<file path="src/rtl/elevator_ctrl_nfloor.sv">
// Parametrised N-floor elevator controller with latched requests and SCAN
// (collective) scheduling. The car keeps travelling in its current direction
// while requests lie ahead and reverses only from IDLE.
//
// Ports:
//   clk        rising-edge clock
//   rst        synchronous, active-high reset
//   req        request pulses, bit i = floor i
//   door_hold  keeps the door open (timer reload) while high in DOOR
//   floor      current / last-passed floor
//   dir        1 = up, 0 = down (travel / preferred direction)
//   moving     high while travelling
//   door_open  high while the door is open
//   arrive     one-cycle pulse on the first DOOR cycle after a travel stop
//   pending    latched outstanding requests
module elevator_ctrl_nfloor #(
  parameter int unsigned NUM_FLOORS    = 8,
  parameter int unsigned TRAVEL_CYCLES = 4,
  parameter int unsigned DOOR_CYCLES   = 6,
  localparam int unsigned FLOOR_W      = (NUM_FLOORS > 1) ? $clog2(NUM_FLOORS) : 1
) (
  input  logic                  clk,
  input  logic                  rst,
  input  logic [NUM_FLOORS-1:0] req,
  input  logic                  door_hold,
  output logic [FLOOR_W-1:0]    floor,
  output logic                  dir,
  output logic                  moving,
  output logic                  door_open,
  output logic                  arrive,
  output logic [NUM_FLOORS-1:0] pending
);

  localparam int unsigned TCNT_W = (TRAVEL_CYCLES > 1) ? $clog2(TRAVEL_CYCLES) : 1;
  localparam int unsigned DCNT_W = (DOOR_CYCLES > 1) ? $clog2(DOOR_CYCLES) : 1;

  typedef enum logic [1:0] {IDLE, MOVE, DOOR} state_t;

  state_t                state, state_n;
  logic [FLOOR_W-1:0]    floor_n, next_floor;
  logic                  dir_n, arrive_n;
  logic [TCNT_W-1:0]     tcnt, tcnt_n;
  logic [DCNT_W-1:0]     dcnt, dcnt_n;
  logic [NUM_FLOORS-1:0] eff, clr, cur_oh, next_oh;
  logic                  above, below;

  // Request view, one-hot floor masks and SCAN look-ahead
  always_comb begin
    eff        = pending | req;
    cur_oh     = NUM_FLOORS'(1) << floor;
    next_floor = dir ? floor + FLOOR_W'(1) : floor - FLOOR_W'(1);
    next_oh    = NUM_FLOORS'(1) << next_floor;
    // bits strictly above / strictly below the current floor
    above      = |(eff & ~((NUM_FLOORS'(2) << floor) - NUM_FLOORS'(1)));
    below      = |(eff & (cur_oh - NUM_FLOORS'(1)));
  end

  // Next-state, floor, direction and counter logic
  always_comb begin
    state_n  = state;
    floor_n  = floor;
    dir_n    = dir;
    tcnt_n   = tcnt;
    dcnt_n   = dcnt;
    clr      = '0;
    arrive_n = 1'b0;
    case (state)
      IDLE: begin
        if (|(eff & cur_oh)) begin
          state_n = DOOR;
          dcnt_n  = '0;
          clr     = cur_oh;
        end else if (dir) begin
          if (above) begin
            state_n = MOVE;
            tcnt_n  = '0;
          end else if (below) begin
            state_n = MOVE;
            tcnt_n  = '0;
            dir_n   = 1'b0;
          end
        end else begin
          if (below) begin
            state_n = MOVE;
            tcnt_n  = '0;
          end else if (above) begin
            state_n = MOVE;
            tcnt_n  = '0;
            dir_n   = 1'b1;
          end
        end
      end
      MOVE: begin
        if (tcnt == TCNT_W'(TRAVEL_CYCLES - 1)) begin
          floor_n = next_floor;
          tcnt_n  = '0;
          // stop decision looks at the floor being reached this cycle
          if (|(eff & next_oh)) begin
            state_n  = DOOR;
            dcnt_n   = '0;
            clr      = next_oh;
            arrive_n = 1'b1;
          end
        end else begin
          tcnt_n = tcnt + TCNT_W'(1);
        end
      end
      DOOR: begin
        clr = cur_oh;
        if (door_hold || |(req & cur_oh)) begin
          dcnt_n = '0;
        end else if (dcnt == DCNT_W'(DOOR_CYCLES - 1)) begin
          state_n = IDLE;
          dcnt_n  = '0;
          clr     = '0;
        end else begin
          dcnt_n = dcnt + DCNT_W'(1);
        end
      end
      default: state_n = IDLE;
    endcase
  end

  // State and registered outputs
  always_ff @(posedge clk) begin
    if (rst) begin
      state     <= IDLE;
      floor     <= '0;
      dir       <= 1'b1;
      tcnt      <= '0;
      dcnt      <= '0;
      pending   <= '0;
      moving    <= 1'b0;
      door_open <= 1'b0;
      arrive    <= 1'b0;
    end else begin
      state     <= state_n;
      floor     <= floor_n;
      dir       <= dir_n;
      tcnt      <= tcnt_n;
      dcnt      <= dcnt_n;
      pending   <= eff & ~clr;
      moving    <= (state_n == MOVE);
      door_open <= (state_n == DOOR);
      arrive    <= arrive_n;
    end
  end

endmodule

</file>
<file path="config.mk">
export PLATFORM = sky130hd
export DESIGN_NAME = elevator_ctrl_nfloor
export DESIGN_NICKNAME = d
export VERILOG_FILES = /design/src/rtl/elevator_ctrl_nfloor.sv
export SDC_FILE = /design/constraint.sdc
export NUM_CORES = 1
export LEC_CHECK = 0
export ABC_AREA = 0
export CAP_MARGIN = 20
export CORE_ASPECT_RATIO = 0.8
export CORE_MARGIN = 2
export CORE_UTILIZATION = 25
export CTS_CLUSTER_SIZE = 24
export DETAILED_ROUTE_END_ITERATION = 16
export SLEW_MARGIN = 20
export SYNTH_ARGS = -nofsm -noshare
export SYNTH_HDL_FRONTEND = slang
export SYNTH_SLANG_ARGS = --single-unit
</file>
<file path="constraint.sdc">
create_clock -name clk -period 3.2 [get_ports clk]
set_input_delay 0.96 -clock clk [delete_from_list [all_inputs] [get_ports clk]]
set_output_delay 0.96 -clock clk [all_outputs]
set_load 0.01 [all_outputs]
</file>
==> results_dict.tcl, run 1 <==
set metrics [dict create \
    antenna_found_initial 0 \
    die_y_um 75.3 \
    yosysUniqueCellTypes 54 \
    synth_top_flop_cell "dfxtp_1" \
    crit_buf_inv 1 \
    firstDrtPassIters 4 \
    fillers 617 \
    layout_setup_ws_ps 378 \
    synth_edf_count 0 \
    grt_use_total_pct 13.7 \
    die_area_mm2 0.00702 \
    ioPinCount 26 \
    max_slew_margin_pct 61.1 \
    p_leak_uw 0.000720 \
    grt_start_max_net_pins 15 \
    synth.cell_area_mm2 0.00159 \
    critPathCaptureType "flip-flop" \
    drive_gt1_share_pct 17.2 \
    num_rows 25 \
    grt_pass1_vias 1421 \
    cp_slowest_stage_delay_ps 660 \
    instances_no_fill 296 \
    nets 235 \
    period_share_pct 88.2 \
    tightestPinTransition_ps 579 \
    hold_buffers 0 \
    vias 1539 \
    power.total_uw 668 \
    wl_per_cell_um 15.5 \
    cts_resized 0 \
    synth.yosys.seq_area_share_pct 27.7 \
    grt_pass1_wl_mm 7.38 \
    wl_met1_mm 2.32 \
    place_ws_ps 144 \
    finalCriticalPeriod_ps 2820 \
    cp-start-kind "input port" \
    core_mm2 0.00604 \
    wl_met3_um 449 \
    wl_met2_mm 1.78 \
    path_delay_family "compound AO/OA/AOI/OAI gates" \
    status "finished, final reports clean" \
    max_freq_mhz 354 \
    crit_chain "clkdlybuf4s50_1 -> mux2i_1 -> o21ai_1 -> nor3_4 -> a221oi_4 -> nand2_1 -> o31a_1" \
    drt_iter0_drc 288 \
    avgSynthCellArea_um2 8.74 \
    area_growth_pct 27.8 \
    via_per_inst 5.20 \
    startpoint "req[5]" \
    critical_path_required_ps 3360 \
    cts_htree_levels 1 \
    synth-async-reset-ratio_pct 0 \
    ys_warn_count 0 \
    crit_type "in2reg" \
    worstPathMaxFanout 7 \
    clkSinkCount 22 \
    antenna_cells 0 \
    synth_cells 182 \
    place_hpwl_mm 3.58 \
    path_clk_slew_ps 80 \
    setup-tns-final_ps 0 \
    cp_slowest_cell "clkdlybuf4s50_1" \
    dp_cells 292 \
    drv_cap 0 \
    cts_buffer_depth 2 \
    ys_ff_latch 22 \
    hold_path_class "reg2reg" \
    p_per_area_mw_per_mm2 329 \
    hold_ws_ps 470 \
    ir_drop_mv 0.138 \
    postRouteAntennaNets 0 \
    finalHoldViolCount 0 \
    die_w_um 93.2 \
    cts-root-buf "clkbuf_8" \
    port_buffers 25 \
    start_util_pct 26.3 \
    routabilityCongestion 0.883 \
    arrival_ps 2980 \
    cts_buffers 3 \
    dr.max_layer_used "met4" \
    drt_wl_total_mm 4.59 \
    overflow 0 \
    skew_ps 6.74 \
    cts_tree "built" \
    finalSetupViolations 0 \
    drcViolationCount 0 \
    post_cts_buffers 0 \
    clock_latency_ps 270 \
    rr_startpoint "floor[1]" \
    syn_nets 201 \
    maxSlewViolCount 0 \
    rsz0062_at_grt "no" \
    worstHoldStart "tcnt[1]" \
]
[cell usage after synthesis, drive strengths merged, types with 3 or more instances]
cell type	count	share of area, %
o21ai	17	5.6
o21a	6	2.8
nor3	9	3.9
inv	11	2.6
nor3b	3	1.7
nor2b	6	2.4
a31oi	3	1.2
xnor2	5	3.7
ha	7	5.5
a211oi	7	3.3
nor2	21	5.0
nand3	6	1.9
o31ai	4	2.5
nand2	5	1.2
a21oi	7	2.4
a2111oi	3	2.8
buf	6	3.0
mux2i	3	2.1
dfxtp	22	28
[layout make-up]
type	count	area, um2	area share [%]
multi-input combinational	141	1050	51.8
sequential	22	440	21.7
timing repair buffer	37	340	16.7
tap	81	101	4.99
clock buffer	4	55.1	2.71
inverter	11	41.3	2.03
[placed cells by master, fill, tap and decap left out, types with 6 or more instances in the layout]
cell              n
a211oi_1          7
a21oi_1           6
buf_4            12
clkdlybuf4s50_1  25
dfxtp_1          22
ha_1              7
inv_1             8
nand3_1           6
nor2_1           21
nor2b_1           6
nor3_1            7
o21a_1            6
o21ai_0          12
[final timing paths]
kind / to / slack [ps] / cells after the start
setup reg to reg: moving / 570 / 9
hold reg to reg: tcnt[1] / 470 / 2
hold / removal: tcnt[1] / 470 / 2
setup / recovery: pending[6] / 380 / 7
[worst reg2reg max path: stages (launching register included)]
cell       delay [ps]
dfxtp_1           450
nor3_2            290
inv_1              70
ha_1              220
or4b_4            500
o21ai_2            80
a222oi_1          120
a2111oi_2         460
a21oi_2           140
o21a_1            200
[logic make-up after synthesis]
kind of cell             Yosys count  synth area share, %
AO/OA/AOI/OAI                     63                 30.8
XOR/XNOR                           5                 3.70
adder cells (fa/ha/maj)            8                 6.77
buffers and inverters             19                 6.06
flip-flops                        22                 27.7
multiplexers                       4                 3.54
AND/OR/NAND/NOR                   61                 21.4
[where the power goes]
group | leakage (uW) | internal [uW] | switching (uW)
Sequential | 0.000181 | 292 | 20.1
Clock | 0.0000288 | 110 | 96.3
Combinational | 0.000510 | 76.1 | 74.0
Total | 0.000720 | 478 | 190
[flip-flops by register name (all words and copies together) (netlist names)]
| signal | count |
|---|---|
| state | 2 |
| door_open | 1 |
| arrive | 1 |
| floor | 3 |
| pending | 8 |
| dir | 1 |
| moving | 1 |
| dcnt | 3 |
| tcnt | 2 |
[metrics by stage]
stage                     cell area (um2)  utilization (%)
after floorplan                      1590                -
after global placement               1980             32.7
after detailed placement             1980             32.7
after CTS                            2030             33.7
after global routing                 2030             33.7
final                                2030             33.7
[layer usage]
metal  vias up  global-route usage (%)
met4         0                    4.58
met2        73                    18.3
met3         5                    2.87
li1        746                       -
met5         -                       0
met1       715                    21.4
(Power assumes the default switching activity.)
==> inputs of run 2 (changes only) <==
CORE_MARGIN = default   (was 2)
==> run 2 against run 1 <==
  * Register-to-register slack lost 150 ps
  * Total power grew 0.27%
  * Final area fell by 0.37%
  * Non-clock buffer count shrank 1
  * Cell count shrank 0.34%
  * Largest cell class unchanged
==> results_dict.tcl, run 2 (synthesis gave the netlist of run 1 again) <==
set metrics [dict create \
    power_switching_share_pct 28.9 \
    cts_buffers 3 \
    arrival_ps 3030 \
    intPower_uw 476 \
    vias 1542 \
    largest-register "pending" \
    num_rows 25 \
    cts_htree_levels 1 \
    maxSlewViolCount 0 \
    hold_buffers 0 \
    worstPathMaxFanout 6 \
    startpoint "req[5]" \
    p_switching_uw 193 \
    overflow 0 \
    wl_per_cell_um 15.5 \
    top_regs "pending x8, dcnt x3, floor x3" \
    final_cell_mix "clkdlybuf4s50_1 (25), dfxtp_1 (22), nor2_1 (21)" \
    die_y_um 73.3 \
    status "finished, final reports clean" \
    grt_use_total_pct 14.5 \
    cts_resized 0 \
    finalCriticalPeriod_ps 2840 \
    skew_ps 11.2 \
    critical_path_required_ps 3390 \
    place_hpwl_mm 3.51 \
    largest_register_ffs 8 \
    dpl_cell_area_mm2 0.00197 \
    drcViolationCount 0 \
    p_leak_uw 0.000715 \
    die_w_um 91.2 \
    hold_path_depth 2 \
    clockPowerShare_pct 31.1 \
    finalHoldViolCount 0 \
    die_area_mm2 0.00669 \
    rr_startpoint "floor[1]" \
    core_mm2 0.00604 \
    finalSetupViolations 0 \
    tightestPinTransition_ps 501 \
    routabilityCongestion 0.909 \
    drive_gt1_share_pct 16.8 \
    layout_commonest_cell "clkdlybuf4s50_1" \
    firstDrtPassIters 4 \
    period_share_pct 88.9 \
    crit_type "in2reg" \
    grt_pass1_wl_mm 7.63 \
    critPathCaptureType "flip-flop" \
    nets 234 \
    path_clk_slew_ps 80 \
    clkSinkCount 22 \
    fin_area_mm2 0.00202 \
    min_to "tcnt[1]" \
    pwr-share-seq_pct 46.7 \
    hold_path_class "reg2reg" \
    max_slew_margin_pct 66.4 \
    p_per_area_mw_per_mm2 331 \
    timing.rr.end "moving" \
    fillers 618 \
    antenna_cells 0 \
    cts_tree "built" \
    worstHoldStart "tcnt[1]" \
    cp-start-kind "input port" \
    rsz0062_at_grt "no" \
    postRouteAntennaNets 0 \
    post_cts_buffers 0 \
    drt_iter0_drc 143 \
    rrSetupSlack_ps 420 \
    port_buffers 25 \
    ir_drop_mv 0.116 \
    grt_start_max_net_pins 15 \
    cts-root-buf "clkbuf_8" \
    start_util_pct 26.3 \
    drt_wl_total_mm 4.57 \
    ioPinCount 26 \
    area_growth_pct 27.3 \
    setup-tns-final_ps 0 \
    clock_latency_ps 270 \
    r2r_cells 9 \
    grt_pass1_vias 1423 \
    cts_buffer_depth 2 \
    antenna_found_initial 0 \
    via_per_inst 5.23 \
    drv_cap 0 \
    max_freq_mhz 352 \
    pwr-share-comb_pct 22.2 \
]
run 2: cell count changes in the layout (fill, tap and decap cells not counted):
cell   previous run  this run
buf_4            12        11
run 2: metal layers:
metal	part of all wire, %	vias up	wire length (um)	track usage (%)
met1	51	702	2350	23.3
li1	-	753	-	-
met4	1.5	0	68	4.41
met5	0	-	0	0
met2	38	81	1740	18.9
met3	9.0	6	411	2.38
run 2: critical path: stages:
cell and delay [ps]:
clkdlybuf4s50_1 640, o21ai_0 190, a22o_1 260, a222oi_1 420
a2111oi_2 130, a41o_1 260, a2bb2oi_1 160
run 2: layout make-up:
type	instances	area (um2)	share of cell area (%)
multi-input cells	141	1050	52.0
inverters	11	41.3	2.04
flip-flops and latches	22	440	21.8
repair buffers	36	333	16.4
clock buffers	4	55.1	2.72
well taps	81	101	5.01
run 2: per-stage QoR:
step                std cells  hold WS [ps]  total power (uW)  util, %  worst slack [ps]
floorplan                 182           444               395        -               446
global placement          291           458               465     32.6              46.3
detailed placement        291           461               465     32.6               120
CTS                       295           475               675     33.5               403
global route              295           521               706     33.5               269
finish                    295           471               670     33.5               356
run 2: worst max path at each step:
stage | depth (start not counted) | endpoint | slack (ps)
5_1_grt | 7 | pending[6] | 270
4_1_cts | 7 | moving | 400
2_1_floorplan | 12 | moving | 450
3_5_place_dp | 7 | moving | 120
3_3_place_gp | 7 | moving | 50
6_report | 7 | dir | 360
run 2: power groups by stage:
stage	clock [uW]	sequential [uW]	combinational, uW
2_1_floorplan	0	318	77.2
3_3_place_gp	0	318	147
3_5_place_dp	0	318	147
4_1_cts	215	313	148
5_1_grt	228	316	162
6_report	208	313	148
==> inputs of run 3 (changes only) <==
GPL_ROUTABILITY_DRIVEN = 0   (was default)
HOLD_SLACK_MARGIN = 0.06   (was default)
==> results of run 3 <==
Final layout, timing and power as in run 2 (identical DEF).
